**src/rtl/rv_pkg.sv**
```systemverilog
`default_nettype none
// ============================================================================
// Package     : rv_pkg
// Description : Shared RV32I opcodes, ALU codes, field widths and funct3->ALU map.
// Revision    : 1.0 - initial release
// ============================================================================
package rv_pkg;

    localparam int INSTR_W   = 32;
    localparam int OPCODE_W  = 7;
    localparam int REG_IDX_W = 5;
    localparam int ALU_CODE_W = 4;

    localparam logic [OPCODE_W-1:0] OP_R      = 7'b0110011;
    localparam logic [OPCODE_W-1:0] OP_IMM    = 7'b0010011;
    localparam logic [OPCODE_W-1:0] OP_LOAD   = 7'b0000011;
    localparam logic [OPCODE_W-1:0] OP_STORE  = 7'b0100011;
    localparam logic [OPCODE_W-1:0] OP_BRANCH = 7'b1100011;
    localparam logic [OPCODE_W-1:0] OP_LUI    = 7'b0110111;
    localparam logic [OPCODE_W-1:0] OP_AUIPC  = 7'b0010111;
    localparam logic [OPCODE_W-1:0] OP_JAL    = 7'b1101111;
    localparam logic [OPCODE_W-1:0] OP_JALR   = 7'b1100111;

    localparam logic [6:0] F7_BASE = 7'b0000000;
    localparam logic [6:0] F7_ALT  = 7'b0100000;

    localparam logic [ALU_CODE_W-1:0] ALU_ADD  = 4'd0;
    localparam logic [ALU_CODE_W-1:0] ALU_SUB  = 4'd1;
    localparam logic [ALU_CODE_W-1:0] ALU_AND  = 4'd2;
    localparam logic [ALU_CODE_W-1:0] ALU_OR   = 4'd3;
    localparam logic [ALU_CODE_W-1:0] ALU_XOR  = 4'd4;
    localparam logic [ALU_CODE_W-1:0] ALU_SLL  = 4'd5;
    localparam logic [ALU_CODE_W-1:0] ALU_SRL  = 4'd6;
    localparam logic [ALU_CODE_W-1:0] ALU_SRA  = 4'd7;
    localparam logic [ALU_CODE_W-1:0] ALU_SLTU = 4'd8;
    localparam logic [ALU_CODE_W-1:0] ALU_SLT  = 4'd9;

    // alt selects SUB for funct3 000 and SRA for funct3 101
    function automatic logic [ALU_CODE_W-1:0] alu_from_funct3(input logic [2:0] f3,
                                                              input logic       alt);
        logic [ALU_CODE_W-1:0] r_code;
        case (f3)
            3'b000:  r_code = alt ? ALU_SUB : ALU_ADD;
            3'b001:  r_code = ALU_SLL;
            3'b010:  r_code = ALU_SLT;
            3'b011:  r_code = ALU_SLTU;
            3'b100:  r_code = ALU_XOR;
            3'b101:  r_code = alt ? ALU_SRA : ALU_SRL;
            3'b110:  r_code = ALU_OR;
            default: r_code = ALU_AND;
        endcase
        return r_code;
    endfunction

endpackage
`default_nettype wire

```
**src/rtl/rv_decode_stage_if.sv**
```systemverilog
`default_nettype none
// ============================================================================
// Interface   : rv_decode_stage_if
// Description : Fetch-side and execute-side handshakes plus decoded bundle.
// Revision    : 1.0 - initial release
// ============================================================================
interface rv_decode_stage_if #(
    parameter int XLEN  = 32,
    parameter int ALU_W = 4
);
    import rv_pkg::*;

    logic                 in_valid;
    logic                 in_ready;
    logic [INSTR_W-1:0]   instr;
    logic [XLEN-1:0]      pc_in;

    logic                 out_valid;
    logic                 out_ready;
    logic [XLEN-1:0]      pc_out;
    logic [REG_IDX_W-1:0] rd;
    logic [REG_IDX_W-1:0] rs1;
    logic [REG_IDX_W-1:0] rs2;
    logic [XLEN-1:0]      imm;
    logic [ALU_W-1:0]     alucontrol;
    logic                 reg_write;
    logic                 alu_src_imm;
    logic                 mem_read;
    logic                 mem_write;
    logic                 branch;
    logic                 jump;
    logic                 illegal;

    modport master (
        output in_valid, instr, pc_in, out_ready,
        input  in_ready, out_valid, pc_out, rd, rs1, rs2, imm, alucontrol,
               reg_write, alu_src_imm, mem_read, mem_write, branch, jump, illegal
    );

    modport slave (
        input  in_valid, instr, pc_in, out_ready,
        output in_ready, out_valid, pc_out, rd, rs1, rs2, imm, alucontrol,
               reg_write, alu_src_imm, mem_read, mem_write, branch, jump, illegal
    );
endinterface
`default_nettype wire

```
**src/rtl/rv_imm_gen.sv**
```systemverilog
`default_nettype none
// ============================================================================
// Module      : rv_imm_gen
// Description : Combinational RV32I immediate extraction, sign-extended to XLEN.
// Revision    : 1.0 - initial release
// ============================================================================
module rv_imm_gen
    import rv_pkg::*;
#(
    parameter int XLEN = 32
) (
    input  wire logic [INSTR_W-1:0] i_instr,
    output logic      [XLEN-1:0]    o_imm
);

    logic [31:0] w_raw;
    logic        w_s;

    assign w_s = i_instr[31];

    always_comb begin
        w_raw = '0;
        case (i_instr[6:0])
            OP_IMM, OP_LOAD, OP_JALR: w_raw = {{20{w_s}}, i_instr[31:20]};
            OP_STORE:                 w_raw = {{20{w_s}}, i_instr[31:25], i_instr[11:7]};
            OP_BRANCH:                w_raw = {{19{w_s}}, i_instr[31], i_instr[7],
                                               i_instr[30:25], i_instr[11:8], 1'b0};
            OP_LUI, OP_AUIPC:         w_raw = {i_instr[31:12], 12'b0};
            OP_JAL:                   w_raw = {{11{w_s}}, i_instr[31], i_instr[19:12],
                                               i_instr[20], i_instr[30:21], 1'b0};
            default:                  w_raw = '0;
        endcase
    end

    // Every format already carries instr[31] in bit 31, so one signed widen covers XLEN=64
    assign o_imm = XLEN'($signed(w_raw));

endmodule
`default_nettype wire

```
**src/rtl/rv_decode_stage.sv**
```systemverilog
`default_nettype none
// ============================================================================
// Module      : rv_decode_stage
// Description : Registered RV32I decode stage with valid/ready on both sides,
//               flush, and an optional 2-entry skid for full-rate back-pressure.
// Revision    : 1.0 - initial release
// ============================================================================
module rv_decode_stage
    import rv_pkg::*;
#(
    parameter int XLEN     = 32,
    parameter int SKID_BUF = 0,
    parameter int ALU_W    = 4
) (
    input wire logic          clk,
    input wire logic          rst,
    input wire logic          flush,
    rv_decode_stage_if.slave  bus
);

    typedef struct packed {
        logic [XLEN-1:0]      pc;
        logic [XLEN-1:0]      imm;
        logic [REG_IDX_W-1:0] rd;
        logic [REG_IDX_W-1:0] rs1;
        logic [REG_IDX_W-1:0] rs2;
        logic [ALU_W-1:0]     alu;
        logic                 reg_write;
        logic                 alu_src_imm;
        logic                 mem_read;
        logic                 mem_write;
        logic                 branch;
        logic                 jump;
        logic                 illegal;
    } bundle_t;

    logic [OPCODE_W-1:0]   w_opcode;
    logic [2:0]            w_f3;
    logic [6:0]            w_f7;
    logic [XLEN-1:0]       w_imm;
    logic [ALU_CODE_W-1:0] w_alu;
    logic                  w_ill, w_rw, w_src, w_mr, w_mw, w_br, w_jmp, w_rs1_zero;
    bundle_t               w_dec;
    logic                  w_accept;

    bundle_t               r_out;
    logic                  r_out_valid;

    assign w_opcode = bus.instr[6:0];
    assign w_f3     = bus.instr[14:12];
    assign w_f7     = bus.instr[31:25];

    rv_imm_gen #(.XLEN(XLEN)) u_imm_gen (
        .i_instr (bus.instr),
        .o_imm   (w_imm)
    );

    always_comb begin
        w_alu      = ALU_ADD;
        w_ill      = 1'b0;
        w_rw       = 1'b0;
        w_src      = 1'b0;
        w_mr       = 1'b0;
        w_mw       = 1'b0;
        w_br       = 1'b0;
        w_jmp      = 1'b0;
        w_rs1_zero = 1'b0;
        case (w_opcode)
            OP_R: begin
                w_alu = alu_from_funct3(w_f3, w_f7[5]);
                w_rw  = 1'b1;
                w_ill = (w_f7 != F7_BASE && w_f7 != F7_ALT) ||
                        (w_f7 == F7_ALT && w_f3 != 3'b000 && w_f3 != 3'b101);
            end
            OP_IMM: begin
                // instr[30] only distinguishes SRAI from SRLI
                w_alu = alu_from_funct3(w_f3, (w_f3 == 3'b101) && bus.instr[30]);
                w_rw  = 1'b1;
                w_src = 1'b1;
                w_ill = (w_f3 == 3'b001 && w_f7 != F7_BASE) ||
                        (w_f3 == 3'b101 && w_f7 != F7_BASE && w_f7 != F7_ALT);
            end
            OP_LOAD: begin
                w_rw  = 1'b1;
                w_src = 1'b1;
                w_mr  = 1'b1;
                w_ill = (w_f3 == 3'b011) || (w_f3 == 3'b110) || (w_f3 == 3'b111);
            end
            OP_STORE: begin
                w_src = 1'b1;
                w_mw  = 1'b1;
                w_ill = (w_f3 > 3'b010);
            end
            OP_BRANCH: begin
                w_br = 1'b1;
                case (w_f3)
                    3'b000, 3'b001: w_alu = ALU_SUB;
                    3'b100, 3'b101: w_alu = ALU_SLT;
                    3'b110, 3'b111: w_alu = ALU_SLTU;
                    default:        w_ill = 1'b1;
                endcase
            end
            OP_LUI: begin
                w_rw       = 1'b1;
                w_src      = 1'b1;
                w_rs1_zero = 1'b1;
            end
            OP_AUIPC: begin
                w_rw  = 1'b1;
                w_src = 1'b1;
            end
            OP_JAL: begin
                w_rw  = 1'b1;
                w_jmp = 1'b1;
            end
            OP_JALR: begin
                w_rw  = 1'b1;
                w_src = 1'b1;
                w_jmp = 1'b1;
                w_ill = (w_f3 != 3'b000);
            end
            default: w_ill = 1'b1;
        endcase
    end

    always_comb begin
        w_dec             = '0;
        w_dec.pc          = bus.pc_in;
        w_dec.imm         = w_imm;
        w_dec.rd          = bus.instr[11:7];
        w_dec.rs1         = w_rs1_zero ? '0 : bus.instr[19:15];
        w_dec.rs2         = bus.instr[24:20];
        w_dec.alu         = ALU_W'(w_alu);
        w_dec.alu_src_imm = w_src;
        w_dec.illegal     = w_ill;
        w_dec.reg_write   = w_rw && !w_ill && (bus.instr[11:7] != '0);
        w_dec.mem_read    = w_mr && !w_ill;
        w_dec.mem_write   = w_mw && !w_ill;
        w_dec.branch      = w_br && !w_ill;
        w_dec.jump        = w_jmp && !w_ill;
    end

    assign w_accept = bus.in_valid && bus.in_ready;

    generate
        if (SKID_BUF == 0) begin : g_single
            assign bus.in_ready = !r_out_valid || bus.out_ready;

            always_ff @(posedge clk or posedge rst) begin
                if (rst) begin
                    r_out_valid <= 1'b0;
                    r_out       <= '0;
                end else if (flush) begin
                    r_out_valid <= 1'b0;
                end else if (w_accept) begin
                    r_out_valid <= 1'b1;
                    r_out       <= w_dec;
                end else if (bus.out_ready) begin
                    r_out_valid <= 1'b0;
                end
            end
        end else begin : g_skid
            bundle_t r_skid;
            logic    r_skid_valid;

            // Registered ready: the skid entry absorbs the one bundle accepted while stalled
            assign bus.in_ready = !r_skid_valid;

            always_ff @(posedge clk or posedge rst) begin
                if (rst) begin
                    r_out_valid  <= 1'b0;
                    r_out        <= '0;
                    r_skid_valid <= 1'b0;
                    r_skid       <= '0;
                end else if (flush) begin
                    r_out_valid  <= 1'b0;
                    r_skid_valid <= 1'b0;
                end else if (r_out_valid && !bus.out_ready) begin
                    if (w_accept) begin
                        r_skid       <= w_dec;
                        r_skid_valid <= 1'b1;
                    end
                end else if (r_skid_valid) begin
                    r_out        <= r_skid;
                    r_out_valid  <= 1'b1;
                    r_skid_valid <= 1'b0;
                end else if (w_accept) begin
                    r_out       <= w_dec;
                    r_out_valid <= 1'b1;
                end else begin
                    r_out_valid <= 1'b0;
                end
            end
        end
    endgenerate

    assign bus.out_valid   = r_out_valid;
    assign bus.pc_out      = r_out.pc;
    assign bus.rd          = r_out.rd;
    assign bus.rs1         = r_out.rs1;
    assign bus.rs2         = r_out.rs2;
    assign bus.imm         = r_out.imm;
    assign bus.alucontrol  = r_out.alu;
    assign bus.reg_write   = r_out.reg_write;
    assign bus.alu_src_imm = r_out.alu_src_imm;
    assign bus.mem_read    = r_out.mem_read;
    assign bus.mem_write   = r_out.mem_write;
    assign bus.branch      = r_out.branch;
    assign bus.jump        = r_out.jump;
    assign bus.illegal     = r_out.illegal;

endmodule
`default_nettype wire

```
**src/flat_wrapper.sv**
```systemverilog
// flat-port wrapper written by rule: the top's interface ports become plain ports
module rv_decode_stage_flat import rv_pkg::*;
#(
    parameter int XLEN     = 32,
    parameter int SKID_BUF = 0,
    parameter int ALU_W    = 4
)
  (clk, rst, flush, bus_in_valid, bus_instr, bus_pc_in, bus_out_ready, bus_in_ready, bus_out_valid, bus_pc_out, bus_rd, bus_rs1, bus_rs2, bus_imm, bus_alucontrol, bus_reg_write, bus_alu_src_imm, bus_mem_read, bus_mem_write, bus_branch, bus_jump, bus_illegal);
  rv_decode_stage_if #(.XLEN(XLEN), .ALU_W(ALU_W)) bus_i ();
  input wire logic clk;
  input wire logic rst;
  input wire logic flush;
  input wire logic [$bits(bus_i.in_valid)-1:0] bus_in_valid;
  input wire logic [$bits(bus_i.instr)-1:0] bus_instr;
  input wire logic [$bits(bus_i.pc_in)-1:0] bus_pc_in;
  input wire logic [$bits(bus_i.out_ready)-1:0] bus_out_ready;
  output wire logic [$bits(bus_i.in_ready)-1:0] bus_in_ready;
  output wire logic [$bits(bus_i.out_valid)-1:0] bus_out_valid;
  output wire logic [$bits(bus_i.pc_out)-1:0] bus_pc_out;
  output wire logic [$bits(bus_i.rd)-1:0] bus_rd;
  output wire logic [$bits(bus_i.rs1)-1:0] bus_rs1;
  output wire logic [$bits(bus_i.rs2)-1:0] bus_rs2;
  output wire logic [$bits(bus_i.imm)-1:0] bus_imm;
  output wire logic [$bits(bus_i.alucontrol)-1:0] bus_alucontrol;
  output wire logic [$bits(bus_i.reg_write)-1:0] bus_reg_write;
  output wire logic [$bits(bus_i.alu_src_imm)-1:0] bus_alu_src_imm;
  output wire logic [$bits(bus_i.mem_read)-1:0] bus_mem_read;
  output wire logic [$bits(bus_i.mem_write)-1:0] bus_mem_write;
  output wire logic [$bits(bus_i.branch)-1:0] bus_branch;
  output wire logic [$bits(bus_i.jump)-1:0] bus_jump;
  output wire logic [$bits(bus_i.illegal)-1:0] bus_illegal;
  assign bus_i.in_valid = bus_in_valid;
  assign bus_i.instr = bus_instr;
  assign bus_i.pc_in = bus_pc_in;
  assign bus_i.out_ready = bus_out_ready;
  assign bus_in_ready = bus_i.in_ready;
  assign bus_out_valid = bus_i.out_valid;
  assign bus_pc_out = bus_i.pc_out;
  assign bus_rd = bus_i.rd;
  assign bus_rs1 = bus_i.rs1;
  assign bus_rs2 = bus_i.rs2;
  assign bus_imm = bus_i.imm;
  assign bus_alucontrol = bus_i.alucontrol;
  assign bus_reg_write = bus_i.reg_write;
  assign bus_alu_src_imm = bus_i.alu_src_imm;
  assign bus_mem_read = bus_i.mem_read;
  assign bus_mem_write = bus_i.mem_write;
  assign bus_branch = bus_i.branch;
  assign bus_jump = bus_i.jump;
  assign bus_illegal = bus_i.illegal;
  rv_decode_stage #(.XLEN(XLEN), .SKID_BUF(SKID_BUF), .ALU_W(ALU_W)) u_core (.clk(clk), .rst(rst), .flush(flush), .bus(bus_i));
endmodule
```
**config.mk**
```make
export PLATFORM = sky130hd
export DESIGN_NAME = rv_decode_stage_flat
export DESIGN_NICKNAME = d
export VERILOG_FILES = /design/src/rtl/rv_pkg.sv /design/src/rtl/rv_decode_stage_if.sv /design/src/rtl/rv_imm_gen.sv /design/src/rtl/rv_decode_stage.sv /design/src/flat_wrapper.sv
export SDC_FILE = /design/constraint.sdc
export NUM_CORES = 1
export LEC_CHECK = 0
export CAP_MARGIN = 0
export CORE_MARGIN = 2
export CORE_UTILIZATION = 40
export DETAILED_ROUTE_END_ITERATION = 8
export MAX_ROUTING_LAYER = met4
export PLACE_DENSITY = 0.8
export REMOVE_ABC_BUFFERS = 1
export SYNTH_ARGS = -nofsm -noshare
export SYNTH_HDL_FRONTEND = slang
export SYNTH_SLANG_ARGS = --single-unit
```
**constraint.sdc**
```tcl
create_clock -name clk -period 5.9 [get_ports clk]
set_clock_uncertainty 0.15 [all_clocks]
set_input_delay 1.77 -clock clk [delete_from_list [all_inputs] [get_ports clk]]
set_output_delay 1.77 -clock clk [all_outputs]
set_load 0.01 [all_outputs]
```
==> results of run 1 <==
-- per-layer routing --
metal	track usage (%)	routed length (um)
met4	7.085	123
met3	4.906	871
met1	27.52	4829
met2	31.56	4968
met5	-	0
-- placed cells by master, fill, tap and decap left out, types with 3 or more instances in the layout --
cell | Yosys | layout
o21ai_1 | 3 | 3
a22o_1 | 9 | 9
inv_1 | 6 | 5
clkbuf_8 | 0 | 12
o211ai_1 | 10 | 10
nand2_1 | 182 | 182
clkdlybuf4s50_1 | 0 | 160
a221oi_1 | 4 | 4
dfrtp_1 | 91 | 91
buf_4 | 1 | 3
nor2_1 | 22 | 22
o21ai_0 | 28 | 28
a21oi_1 | 18 | 18
-- state kept, by name, summed over array words and instances, names as in the netlist, 4 cells and up --
name	cells
u_core.bus.imm	32
u_core.bus.rd	5
u_core.bus.alucontrol	4
u_core.bus.rs1	5
u_core.bus.rs2	5
u_core.bus.pc_out	32
-- Yosys cell counts, types with 2 or more instances --
| cell type | instances |
|---|---|
| clkbuf_1 | 19 |
| o21bai_1 | 2 |
| o21ai_0 | 28 |
| o41ai_1 | 2 |
| inv_1 | 6 |
| nor4_1 | 2 |
| o31ai_1 | 2 |
| o21ai_1 | 3 |
| nand4b_1 | 2 |
| nand2_1 | 182 |
| nor3b_1 | 3 |
| a221oi_1 | 4 |
| a21oi_1 | 18 |
| o211ai_1 | 10 |
| a22o_1 | 9 |
| buf_2 | 2 |
| nor2_1 | 22 |
| nor3_1 | 2 |
| buf_1 | 3 |
| nor2b_1 | 2 |
| nand2b_1 | 2 |
| dfrtp_1 | 91 |
-- cell type report --
type / count / area share (%)
Clock inverter: 3 / 0.3632
Inverter: 6 / 0.4273
Timing Repair Buffer: 164 / 28.07
Clock buffer: 13 / 2.884
Tap cell: 133 / 2.841
Sequential cell: 91 / 38.88
Multi-Input combinational cell: 318 / 26.53
-- per-stage QoR --
stage	power (mW)	TNS [ns]	hold slack, ns
floorplan	0.8364	-3.242	0.3570
detailed placement	1.041	0	0.3118
finish	1.426	0	0.3254
global placement	1.032	0	0.3061
CTS	1.442	0	0.3328
global route	1.506	0	0.3541
-- cell families (layout without fill, tap and decap cells) --
kind of cell	Yosys count	in the layout	synth area share [%]
simple gates	228	228	23.83
buf+inv	32	186	3.386
compound gates	90	90	15.19
flops	91	91	57.59
-- worst max path at each step --
stage,startpoint,end,slack (ns),depth (start not counted)
floorplan,bus_out_ready,u_core.bus.imm[12],-0.36,5
global placement,bus_out_ready,bus_in_ready,1.05,4
detailed placement,bus_out_ready,bus_in_ready,1.02,4
CTS,bus_out_ready,bus_in_ready,1.01,4
global route,bus_out_ready,bus_in_ready,0.94,4
finish,bus_out_ready,bus_in_ready,1.02,4
-- worst max-delay path, stage by stage --
cell and delay [ns]:
clkdlybuf4s50_1 0.40, nor2b_1 0.22, inv_1 0.09, clkdlybuf4s50_1 0.48
-- power by group through the flow --
stage	combinational (mW)	sequential [mW]	clock [mW]
finish	0.315	0.710	0.400
detailed placement	0.318	0.723	0
CTS	0.319	0.711	0.413
global route	0.346	0.718	0.443
floorplan	0.0866	0.750	0
global placement	0.312	0.720	0
==> flow_summary_export.csv, run 1 <==
group,metric,value,unit
placed_design,place_congestion,0.8928,
worst_hold_path,holdPathEnd,"u_core.bus.pc_out[0]",
setup_path,cp.arrival,2.96,ns
worst_hold_path,hold_class,"reg2reg",
sta,hold_viol_final,0,
sta,setup_ws,1.020,ns
cells_and_area,drive_gt1_share,4.706,%
yosys,synth-edff-count,0,
power,pwr-share-clk,28.1,%
global_route,overflow,0,
cells_and_area,fill_cells,835,
clock_network,clockBufferDepth,2,
cells_and_area,multi_input_area,0.001554,mm2
setup_path,end_kind,"output pin",
power,switchingPower,385.7,uW
cells_and_area,final_util,60.48,%
global_route,first_global_vias,3372,
routing,ant_nets,0,
status,status,"finished, final reports clean",
setup_path,required,3.98,ns
sta,drv_slew,0,
setup_path,rr_startpoint,"u_core.bus.out_valid",
cells_and_area,syn_to_final_growth,48.13,%
routing,drtIter0Drc,103,
yosys,synthArstFlopShare,100.0,%
clock_network,cts-root-buf,"clkbuf_8",
clock_network,cts_resized,0,
global_route,grt_pass1_wl,16740,um
sta,rsz0062_at_grt,"no",
routing,vias,3604,
setup_path,ff2ff_setup_slack,3.62,ns
cells_and_area,n_antenna_cell,0,
clock_network,cts.sinks,91,
power,pwr-share-comb,22.1,%
setup_path,r2r_end,"u_core.bus.imm[12]",
die,rows,36,
die,io_pins,161,
setup_path,worstSetupPathType,"in2out",
clock_network,postCtsSetupRepairBufs,0,
yosys,synth.top_cell.area_share,57.59,%
run,drv_cap,0,
clock_network,cts_tree,"done",
worst_hold_path,min_from,"u_core.bus.pc_out[0]",
global_route,grt_util_all_layers,20.78,%
placed_design,dp_hpwl,7450,um
power,peakVddDrop,0.1051,mV
routing,wire_per_inst,14.82,um
clock_network,clock_latency,0.35,ns
sta,worst_slew_pin_slew,0.6744,ns
setup_path,reg2regPathDepth,6,
yosys,synth_flop_cell,"dfrtp_1",
die,coreArea,0.009684,mm2
yosys,synth_top_cell_by_area,"dfrtp_1",
placed_design,dp.cells,712,
sta,max_freq,204.9,MHz
routing,drt_first_pass_iters,4,
clock_network,cts-htree-levels,3,
cells_and_area,layout.cells.non_filler,728,
yosys,synthCells,441,
placed_design,place_area,0.005667,mm2
routing,wl,10790,um
sta,setup_viol,0,
placed_design,io_buffers,160,
worst_hold_path,whs_path_depth,2,
yosys,synthTopCellsByArea,"dfrtp_1 (58%), nand2_1 (17%), o21ai_0 (3.5%)",
sta,finalCritPeriodShare,82.71,%
yosys,synth.distinct_cells,47,
clock_network,cts_made_buffers,9,
routing,drc,0,
setup_path,path_max_fanout,3,
placed_design,dpl_worst_slack,1.016,ns
power,power_per_cell_area,243.4,mW/mm2
global_route,grt_max_degree,107,
yosys,yosys_register_bits,91,
power,leakage,2.593,nW
yosys,synth_seq_area_share,57.59,%
die,start_util,40.83,%
sta,slew_headroom,55.04,%
die,die_area,0.01070,mm2
power,internal-power,1.040,mW
die,die_x,103.4,um
setup_path,cp-start-kind,"input pin",
cells_and_area,fin_area,0.005857,mm2
routing,vias_per_cell,4.951,
global_route,antenna_found_initial,0,
die,die_h,103.4,um
cells_and_area,final_nets,659,
yosys,yosys_warnings,0,
clock_network,clkTransAtPathRegs,0.09,ns
cells_and_area,seq_area,0.002277,mm2
clock_network,cts_hold_buf,0,
yosys,syn_area,0.003954,mm2
sta,fin_crit,4.880,ns
power,seq_power_share,49.8,%
power,switching_share,27.06,%
yosys,syn_avg_cell_area,8.966,um2
(Power assumes the default switching activity.)
==> run 2: changes to the inputs <==
==> constraint.sdc (replaced) <==
create_clock -name clk -period 5.1 [get_ports clk]
set_clock_uncertainty 0.15 [all_clocks]
set_input_delay 1.53 -clock clk [delete_from_list [all_inputs] [get_ports clk]]
set_output_delay 1.53 -clock clk [all_outputs]
set_load 0.01 [all_outputs]
==> run 2 against run 1 <==
Net effect:
- worst setup slack worse by 0.33 ns
- register-to-register slack worse by 0.72 ns
- routed wire length is 0.32% higher
- count of clock-buffer cells in the layout is 1 lower
- critical path depth stayed put
- sequential power is 16% higher
- power is 18% higher
- sequential cell count stayed put
- largest cell class unchanged
==> flow_summary_export.csv, run 2 (same netlist as run 1, synthesis figures left out) <==
group,metric,value,unit
setup_path,required,3.42,ns
setup_path,reg2regPathDepth,5,
status,status,"finished, final reports clean",
cells_and_area,layout.cells.non_filler,729,
power,peakVddDrop,0.1450,mV
cells_and_area,syn_to_final_growth,48.67,%
routing,ant_nets,0,
placed_design,dp_hpwl,7606,um
sta,fin_crit,4.409,ns
run,drv_cap,0,
clock_network,postCtsSetupRepairBufs,0,
cells_and_area,fill_cells,836,
clock_network,cts-root-buf,"clkbuf_8",
global_route,met2_usage,31.36,%
worst_hold_path,min_from,"u_core.bus.rs2[0]",
global_route,first_global_vias,3445,
cells_and_area,n_antenna_cell,0,
routing,wl,10830,um
setup_path,crit_slowest_cell,"clkdlybuf4s50_1",
setup_path,worstSetupPathType,"in2out",
routing,drtIter0Drc,149,
setup_path,end_kind,"output pin",
clock_network,cts_hold_buf,0,
power,pwr-share-comb,21.7,%
clock_network,cts_resized,0,
die,rows,36,
sta,worst_slew_pin_slew,1.096,ns
setup_path,cp-start-kind,"input pin",
global_route,overflow,0,
cells_and_area,final_nets,660,
power,seq_power_share,48.7,%
placed_design,place_area,0.005674,mm2
power,pwr-share-clk,29.6,%
sta,max_freq,226.8,MHz
routing,vias,3637,
setup_path,slowest_delay,0.49,ns
sta,setup_viol,0,
routing,vias_per_cell,4.989,
setup_path,rr_startpoint,"u_core.bus.out_valid",
clock_network,clkTransAtPathRegs,0.08,ns
clock_network,cts_tree,"done",
power,switchingPower,446.3,uW
setup_path,cp-startpoint,"bus_out_ready",
setup_path,ff2ff_setup_slack,2.90,ns
worst_hold_path,whs_path_depth,2,
routing,drt_first_pass_iters,4,
clock_network,clockBufferDepth,2,
global_route,antenna_found_initial,0,
cells_and_area,final_cell_mix,"nand2_1 (182), clkdlybuf4s50_1 (160), dfrtp_1 (91)",
power,leakage,2.608,nW
sta,setup_tns,0,ns
power,switching_share,26.48,%
die,die_h,103.4,um
routing,drc,0,
global_route,grt_util_all_layers,20.66,%
die,coreArea,0.009684,mm2
clock_network,cts.sinks,91,
sta,slew_headroom,26.95,%
clock_network,clock_latency,0.34,ns
cells_and_area,fin_area,0.005878,mm2
power,power_per_cell_area,286.7,mW/mm2
die,die_area,0.01070,mm2
die,io_pins,161,
cells_and_area,drive_gt1_share,4.866,%
placed_design,dp.cells,713,
setup_path,cp.arrival,2.73,ns
setup_path,path_cells,"clkdlybuf4s50_1 -> nor2b_1 -> inv_1 -> clkdlybuf4s50_1",
placed_design,place_congestion,0.8573,
die,die_x,103.4,um
global_route,met1_usage,27.60,%
global_route,grt_max_degree,92,
worst_hold_path,hold_class,"reg2reg",
placed_design,io_buffers,160,
clock_network,cts-htree-levels,3,
cells_and_area,layout_commonest_cell,"nand2_1",
sta,rsz0062_at_grt,"no",
worst_hold_path,holdPathEnd,"u_core.bus.rs2[0]",
global_route,grt_pass1_wl,16620,um
clock_network,cts_made_buffers,9,
setup_path,path_max_fanout,3,
power,internal-power,1.239,mW
sta,drv_slew,0,
die,start_util,40.83,%
routing,wire_per_inst,14.85,um
global_route,use_met3,4.301,%
sta,finalCritPeriodShare,86.46,%
sta,hold_viol_final,0,
setup_path,r2r_end,"u_core.bus.illegal",
setup_path,path_common_cell,"clkdlybuf4s50_1",
global_route,grt-busiest-layer,"met2",
[run 2: cell count changes in the layout (fill, tap and decap cells not counted), sizes merged]
cell	delta
bufinv	+1
clkbuf	-1
clkinv	+1
buf	+1
clkinvlp	-1
[run 2: layer usage]
metal	wire (um)	up-vias	share of wire, %
met5	0	-	0
met4	122	0	1.1
met3	816	9	7.5
met2	5038	132	47
met1	4850	1717	45
li1	-	1779	-
[run 2: layout make-up]
cell class                 instances  area [um2]  share of cell area, %
inverter                           6       25.02                 0.4257
multi-input combinational        318        1554                  26.44
sequential                        91        2277                  38.74
timing repair buffer             165        1652                  28.10
clock inverter                     4       48.80                 0.8301
clock buffer                      12       155.1                  2.639
tap                              133       166.4                  2.831
[run 2: worst max path at each step]
stage	end	slack (ns)	depth (start not counted)
floorplan	u_core.bus.imm[12]	-0.92	5
CTS	bus_in_ready	0.69	4
finish	bus_in_ready	0.69	4
detailed placement	bus_in_ready	0.69	4
global route	bus_in_ready	0.60	4
global placement	bus_in_ready	0.73	4
[run 2: critical path, delay by kind of cell]
kind                   cells  cell delay (ns)
and+or+nand+nor            1             0.22
buffers and inverters      3             0.98
[run 2: per-stage QoR]
stage / utilization [%] / power [mW] / setup WS (ns) / hold WS (ns)
6_report: 60.70 / 1.685 / 0.6905 / 0.3291
3_5_place_dp: 58.59 / 1.206 / 0.6857 / 0.3120
4_1_cts: 60.70 / 1.706 / 0.6864 / 0.3322
2_1_floorplan: - / 0.9676 / -0.9188 / 0.3570
5_1_grt: 60.70 / 1.771 / 0.5971 / 0.3516
3_3_place_gp: 58.59 / 1.195 / 0.7261 / 0.3044
[run 2: power groups by stage]
| stage | clock network (mW) | registers [mW] | logic (mW) |
|---|---|---|---|
| final | 0.498 | 0.822 | 0.366 |
| after global routing | 0.536 | 0.831 | 0.403 |
| after global placement | 0 | 0.833 | 0.362 |
| after detailed placement | 0 | 0.837 | 0.369 |
| after floorplan | 0 | 0.867 | 0.100 |
| after CTS | 0.513 | 0.822 | 0.371 |
